`src/rtl/bnn_ctrl_pkg.sv`:
```
// Shared definitions for the binarized-layer controllers.
package bnn_ctrl_pkg;

  // Controller state encodings shared by all layer controllers.
  localparam logic [1:0] ST_IDLE = 2'd0;
  localparam logic [1:0] ST_RUN  = 2'd1;
  localparam logic [1:0] ST_DONE = 2'd2;

  // Bits needed to hold values 0..n-1; never less than one bit.
  function automatic int unsigned clog2(input longint unsigned n);
    int unsigned     w;
    longint unsigned v;
    w = 0;
    v = (n > 64'd1) ? (n - 64'd1) : 64'd0;
    while (v > 64'd0) begin
      w++;
      v = v >> 1;
    end
    return (w == 0) ? 1 : w;
  endfunction

endpackage

```
`src/rtl/fold_counter.sv`:
```
// Modulo-N counter with synchronous clear and enable; wrap_c flags value==N-1.
module fold_counter
  import bnn_ctrl_pkg::*;
#(
  parameter int unsigned N = 2,
  parameter int unsigned W = clog2(64'(N))
) (
  input  logic         clk,
  input  logic         rst,
  input  logic         clr,
  input  logic         en,
  output logic [W-1:0] value,
  output logic         wrap_c
);

  logic [W-1:0] value_q;
  logic [W-1:0] value_d;

  assign wrap_c = (value_q == W'(N - 1));
  assign value  = value_q;

  // Next count: clear wins over enable; wrap back to zero after N-1.
  always_comb begin
    value_d = value_q;
    if (clr) begin
      value_d = '0;
    end else if (en) begin
      value_d = wrap_c ? '0 : value_q + W'(1);
    end
  end

  // Count register.
  always_ff @(posedge clk) begin
    if (rst) begin
      value_q <= '0;
    end else begin
      value_q <= value_d;
    end
  end

endmodule

```
`src/rtl/weight_fetch_scheduler.sv`:
```
// Walks images x neuron folds x synapse folds and streams weight addresses
// over a valid/ready handshake, flagging fold and image boundaries.
module weight_fetch_scheduler
  import bnn_ctrl_pkg::*;
#(
  parameter int unsigned SYNAPSE_FOLD = 18,
  parameter int unsigned NEURON_FOLD  = 4,
  parameter int unsigned ADDR_WIDTH   = 12,
  parameter int unsigned IMG_WIDTH    = 16
) (
  input  logic                  clk,
  input  logic                  rst,
  input  logic                  start,
  input  logic [IMG_WIDTH-1:0]  img_count,
  output logic                  busy,
  output logic                  done,
  output logic [ADDR_WIDTH-1:0] mem_addr,
  output logic                  mem_valid,
  input  logic                  mem_ready,
  output logic                  syn_last,
  output logic                  img_last
);

  localparam int unsigned TOTAL = SYNAPSE_FOLD * NEURON_FOLD;
  localparam int unsigned SYN_W = clog2(64'(SYNAPSE_FOLD));
  localparam int unsigned NRN_W = clog2(64'(NEURON_FOLD));
  localparam int unsigned ADR_W = clog2(64'(TOTAL));

  // Reject fold shapes that cannot be addressed.
  if (SYNAPSE_FOLD < 1 || NEURON_FOLD < 1 ||
      64'(TOTAL) > (64'd1 << ADDR_WIDTH)) begin : g_param_check
    $error("weight_fetch_scheduler: invalid fold / address width parameters");
  end

  logic [1:0]           state_q, state_d;
  logic [IMG_WIDTH-1:0] img_cnt_q, img_cnt_d;
  logic [IMG_WIDTH-1:0] img_max_q, img_max_d;
  logic                 run_q, run_d;
  logic                 done_q, done_d;

  logic                 cnt_clr_c;
  logic                 beat_c;
  logic                 syn_wrap_c;
  logic                 nrn_wrap_c;
  logic                 addr_wrap_c;
  logic [SYN_W-1:0]     syn_val;
  logic [NRN_W-1:0]     nrn_val;
  logic [ADR_W-1:0]     addr_val;
  logic                 unused_ok;

  // Synapse position inside the current neuron fold.
  fold_counter #(.N(SYNAPSE_FOLD), .W(SYN_W)) u_syn_cnt (
    .clk    (clk),
    .rst    (rst),
    .clr    (cnt_clr_c),
    .en     (beat_c),
    .value  (syn_val),
    .wrap_c (syn_wrap_c)
  );

  // Neuron fold inside the current image.
  fold_counter #(.N(NEURON_FOLD), .W(NRN_W)) u_nrn_cnt (
    .clk    (clk),
    .rst    (rst),
    .clr    (cnt_clr_c),
    .en     (beat_c && syn_wrap_c),
    .value  (nrn_val),
    .wrap_c (nrn_wrap_c)
  );

  // Running weight address; wraps together with the neuron fold counter.
  fold_counter #(.N(TOTAL), .W(ADR_W)) u_addr_cnt (
    .clk    (clk),
    .rst    (rst),
    .clr    (cnt_clr_c),
    .en     (beat_c),
    .value  (addr_val),
    .wrap_c (addr_wrap_c)
  );

  assign unused_ok = ^{syn_val, nrn_val};

  // Next state, image bookkeeping and registered status outputs.
  always_comb begin
    state_d   = state_q;
    img_cnt_d = img_cnt_q;
    img_max_d = img_max_q;
    cnt_clr_c = 1'b0;
    beat_c    = 1'b0;
    case (state_q)
      ST_IDLE: begin
        if (start) begin
          cnt_clr_c = 1'b1;
          img_cnt_d = '0;
          img_max_d = img_count - IMG_WIDTH'(1);
          state_d   = (img_count != '0) ? ST_RUN : ST_DONE;
        end
      end
      ST_RUN: begin
        beat_c = mem_ready;
        if (beat_c && addr_wrap_c) begin
          if (img_cnt_q == img_max_q) begin
            state_d = ST_DONE;
          end else begin
            img_cnt_d = img_cnt_q + IMG_WIDTH'(1);
          end
        end
      end
      ST_DONE: begin
        state_d = ST_IDLE;
      end
      default: begin
        state_d = ST_IDLE;
      end
    endcase
    run_d  = (state_d == ST_RUN);
    done_d = (state_d == ST_DONE);
  end

  // State and status registers.
  always_ff @(posedge clk) begin
    if (rst) begin
      state_q   <= ST_IDLE;
      img_cnt_q <= '0;
      img_max_q <= '0;
      run_q     <= 1'b0;
      done_q    <= 1'b0;
    end else begin
      state_q   <= state_d;
      img_cnt_q <= img_cnt_d;
      img_max_q <= img_max_d;
      run_q     <= run_d;
      done_q    <= done_d;
    end
  end

  assign busy      = run_q;
  assign mem_valid = run_q;
  assign done      = done_q;
  assign mem_addr  = ADDR_WIDTH'(addr_val);
  assign syn_last  = run_q && syn_wrap_c;
  assign img_last  = run_q && syn_wrap_c && nrn_wrap_c;

endmodule

```
`config.mk`:
```
export PLATFORM = sky130hd
export DESIGN_NAME = weight_fetch_scheduler
export DESIGN_NICKNAME = d
export VERILOG_FILES = /design/src/rtl/bnn_ctrl_pkg.sv /design/src/rtl/fold_counter.sv /design/src/rtl/weight_fetch_scheduler.sv
export SDC_FILE = /design/constraint.sdc
export NUM_CORES = 1
export LEC_CHECK = 0
export ABC_CLOCK_PERIOD_IN_PS = 4150
export CORE_MARGIN = 2
export CORE_UTILIZATION = 50
export CTS_BUF_LIST = sky130_fd_sc_hd__clkbuf_4 sky130_fd_sc_hd__clkbuf_8
export DETAILED_ROUTE_END_ITERATION = 6
export PLACE_DENSITY = 0.73
export SLEW_MARGIN = 20
export SYNTH_ARGS = -nofsm -noshare
export SYNTH_HDL_FRONTEND = slang
export SYNTH_SLANG_ARGS = --single-unit
```
`constraint.sdc`:
```
create_clock -name clk -period 4.15 [get_ports clk]
set_input_delay 0.6225 -clock clk [delete_from_list [all_inputs] [get_ports clk]]
set_output_delay 0.6225 -clock clk [all_outputs]
set_load 0.02 [all_outputs]
```
==> impl_metrics.py <==
metrics = {
    "outcome": {
        "outcome": "finished, final reports clean",
    },
    "layout": {
        "most-common-layout-cells": "dfxtp_1 (50), nor2_1 (33), nand2_1 (33), clkdlybuf4s50_1 (31), xnor2_1 (26)",
        "post-route-util": 0.594,
        "stdcell_area_sq_um": 3270,
        "nets": 375,
        "drive_gt1_frac": 0.103,
        "area_growth_pct": 14.9,
        "mostFrequentLayoutCell": "dfxtp_1",
        "diodes": 0,
    },
    "route": {
        "drtAntennaViolNets": 0,
        "routed_wl_um": 5870,
        "drcViolationCount": 0,
        "vias": 2332,
        "routedWlPerCell_um": 13.9,
        "drtIter0Drc": 222,
        "vias_per_cell": 5.53,
        "first_pass_iters": 4,
    },
    "sta": {
        "final_max_slew_viol_count": 0,
        "period_minus_slack_ns": 2.76,
        "final-setup-viol-count": 0,
        "max_freq_mhz": 363,
        "setup_tns_ns": 0,
        "slew_headroom": 0.463,
        "worst_pin_slew_ns": 0.804,
        "finalCritPeriodShare": 0.664,
        "worst_slack_ns": 1.39,
        "fin_hold_ws_ns": 0.490,
        "rsz0062_at_grt": "no",
        "skew_ns": 0.00577,
        "final_hold_viol_count": 0,
    },
    "floorplanning": {
        "dieArea_sq_um": 6320,
        "initial_core_util": 0.517,
        "die_x_um": 79.5,
        "core_sq_um": 5510,
        "design.portCount": 37,
        "core.rowCount": 27,
        "die_y_um": 79.5,
    },
    "clock_tree": {
        "cts_sinks": 50,
        "cts.repair.resized": 0,
        "clk_pin_slew_ns": 0.10,
        "cts_root_buffer": "clkbuf_8",
        "clk-insertion-delay-late_ns": 0.30,
        "htree_levels": 2,
        "cts_buffer_depth": 2,
        "cts_buffers": 5,
        "tritoncts": "built",
        "postCtsSetupBuffers": 0,
        "hold_buffers": 0,
    },
    "pwr": {
        "p_int_uw": 740,
        "peakVddDrop_uv": 196,
        "power.density_nw_per_um2": 307,
        "switching_power_uw": 265,
        "leakage_nw": 1.09,
        "sw_frac_of_total": 0.263,
        "combPwrFrac": 0.145,
        "power_frac_seq": 0.507,
        "clockPowerShare": 0.348,
    },
    "placement": {
        "port_buffers": 31,
        "post-place-ws_ns": 1.33,
        "placed_area_sq_um": 3150,
        "dpl.hpwl_um": 4230,
        "gp_congestion": 0.826,
    },
    "yosys": {
        "ys_ff_latch": 50,
        "synth_largest_area_cell": "dfxtp_1",
        "synth_edf_count": 0,
        "synth_area_leaders": "dfxtp_1 (35%), xnor2_1 (8.0%), mux2i_1 (5.6%)",
        "synth.top_cell.area_share": 0.351,
        "synth_cells": 324,
        "synth-main-ff-cell": "dfxtp_1",
        "synth-seq-area-share": 0.351,
        "async_reset_ff_frac": 0,
        "synth.distinct_cells": 50,
        "synth.avg_cell_area_sq_um": 8.79,
        "netlist_area_sq_um": 2850,
        "ys.warnings.count": 0,
    },
    "critical_path": {
        "setup.worst_path.start_class": "register",
        "required_ns": 3.53,
        "crit_type": "register to output pin",
        "critPathArrivalTime_ns": 2.13,
        "setup.worst_path.end_class": "output pin",
        "critical_path_peak_fanout": 4,
    },
    "run": {
        "drv_cap": 0,
    },
    "global_route": {
        "grt_pass1_vias": 2152,
        "grt_max_degree": 43,
        "grt_overflow_total": 0,
        "grt_pass1_wl_um": 9960,
        "antenna_found_initial": 0,
        "grt_usage": 0.198,
    },
    "worst_hold_path": {
        "hp-class": "register to register",
    },
}
layout make-up:
type,count,area [sq um]
Multi-Input combinational cell,254,1710
Timing Repair Buffer,35,340
Clock inverter,3,45.0
Fill cell,525,2240
Sequential cell,50,1000
Inverter,3,11.3
Tap cell,72,90.1
Clock buffer,5,68.8
cell usage after synthesis (2+ instances only):
cell,instances
a2111oi_0,2
o21ba_2,2
ha_1,6
dfxtp_1,50
buf_4,7
clkbuf_8,2
and3_1,6
nand2_1,33
clkbuf_1,7
nand3_1,4
or3_2,6
and3b_1,2
xnor2_1,26
nand2b_1,4
mux2i_1,16
or3_1,13
and2_1,2
inv_1,3
a21oi_2,7
or4_1,2
a311oi_1,2
a211oi_1,15
nand4_1,15
a21oi_1,8
o21ai_0,2
buf_2,2
nor3_1,12
nor2b_1,3
nor2_1,34
xor2_1,11
stage by stage:
| step | std cells | power [mW] |
|---|---|---|
| finish | 422 | 1.00 |
| global route | 422 | 1.05 |
| CTS | 422 | 1.01 |
| detailed placement | 414 | 0.666 |
| global placement | 414 | 0.663 |
| floorplan | 328 | 0.625 |
worst max-delay path, cell delays in order (launching register included):
cell and delay [ns]:
dfxtp_1 0.42, ha_1 0.16, nor4bb_1 0.43, and3_1 0.22
clkdlybuf4s50_1 0.60
cell families after synthesis:
logic type | after synthesis | synth area share
and+or+nand+nor | 146 | 0.280
DFF | 50 | 0.351
AOI/OAI and AO/OA | 44 | 0.118
xor gates and xnor gates | 37 | 0.114
buffers and inverters | 24 | 0.0527
muxes | 16 | 0.0562
adders and majority gates | 6 | 0.0264
other | 1 | 0.00132
power by group through the flow:
| stage | combinational (mW) | clock (mW) | sequential, mW |
|---|---|---|---|
| final | 0.146 | 0.350 | 0.509 |
| after global routing | 0.161 | 0.376 | 0.511 |
| after CTS | 0.146 | 0.357 | 0.510 |
| after detailed placement | 0.146 | 0 | 0.521 |
| after global placement | 0.143 | 0 | 0.520 |
| after floorplan | 0.106 | 0 | 0.519 |
path summary, 6_finish.rpt:
check / startpoint / endpoint / slack (ns) / cells past startpoint
max: u_syn_cnt.value[0] / img_last / 1.39 / 4
min: img_cnt_q[15] / img_cnt_q[15] / 0.49 / 2
max reg2reg: state_q[0] / img_cnt_q[14] / 2.02 / 5
min reg2reg: img_cnt_q[15] / img_cnt_q[15] / 0.49 / 2
layer usage:
metal	track usage	vias up	wire length (um)
met5	0	-	0
met4	0.0707	0	86
met3	0.0362	6	248
met2	0.318	52	2800
met1	0.266	1076	2740
li1	-	1198	-
registers in the layout (all words and copies together) (netlist names):
| signal | flops |
|---|---|
| done | 1 |
| u_nrn_cnt.value | 2 |
| u_addr_cnt.value | 7 |
| u_syn_cnt.value | 5 |
| state_q | 2 |
| busy | 1 |
| img_max_q | 16 |
| img_cnt_q | 16 |
Power figures use the tool's default switching activity.
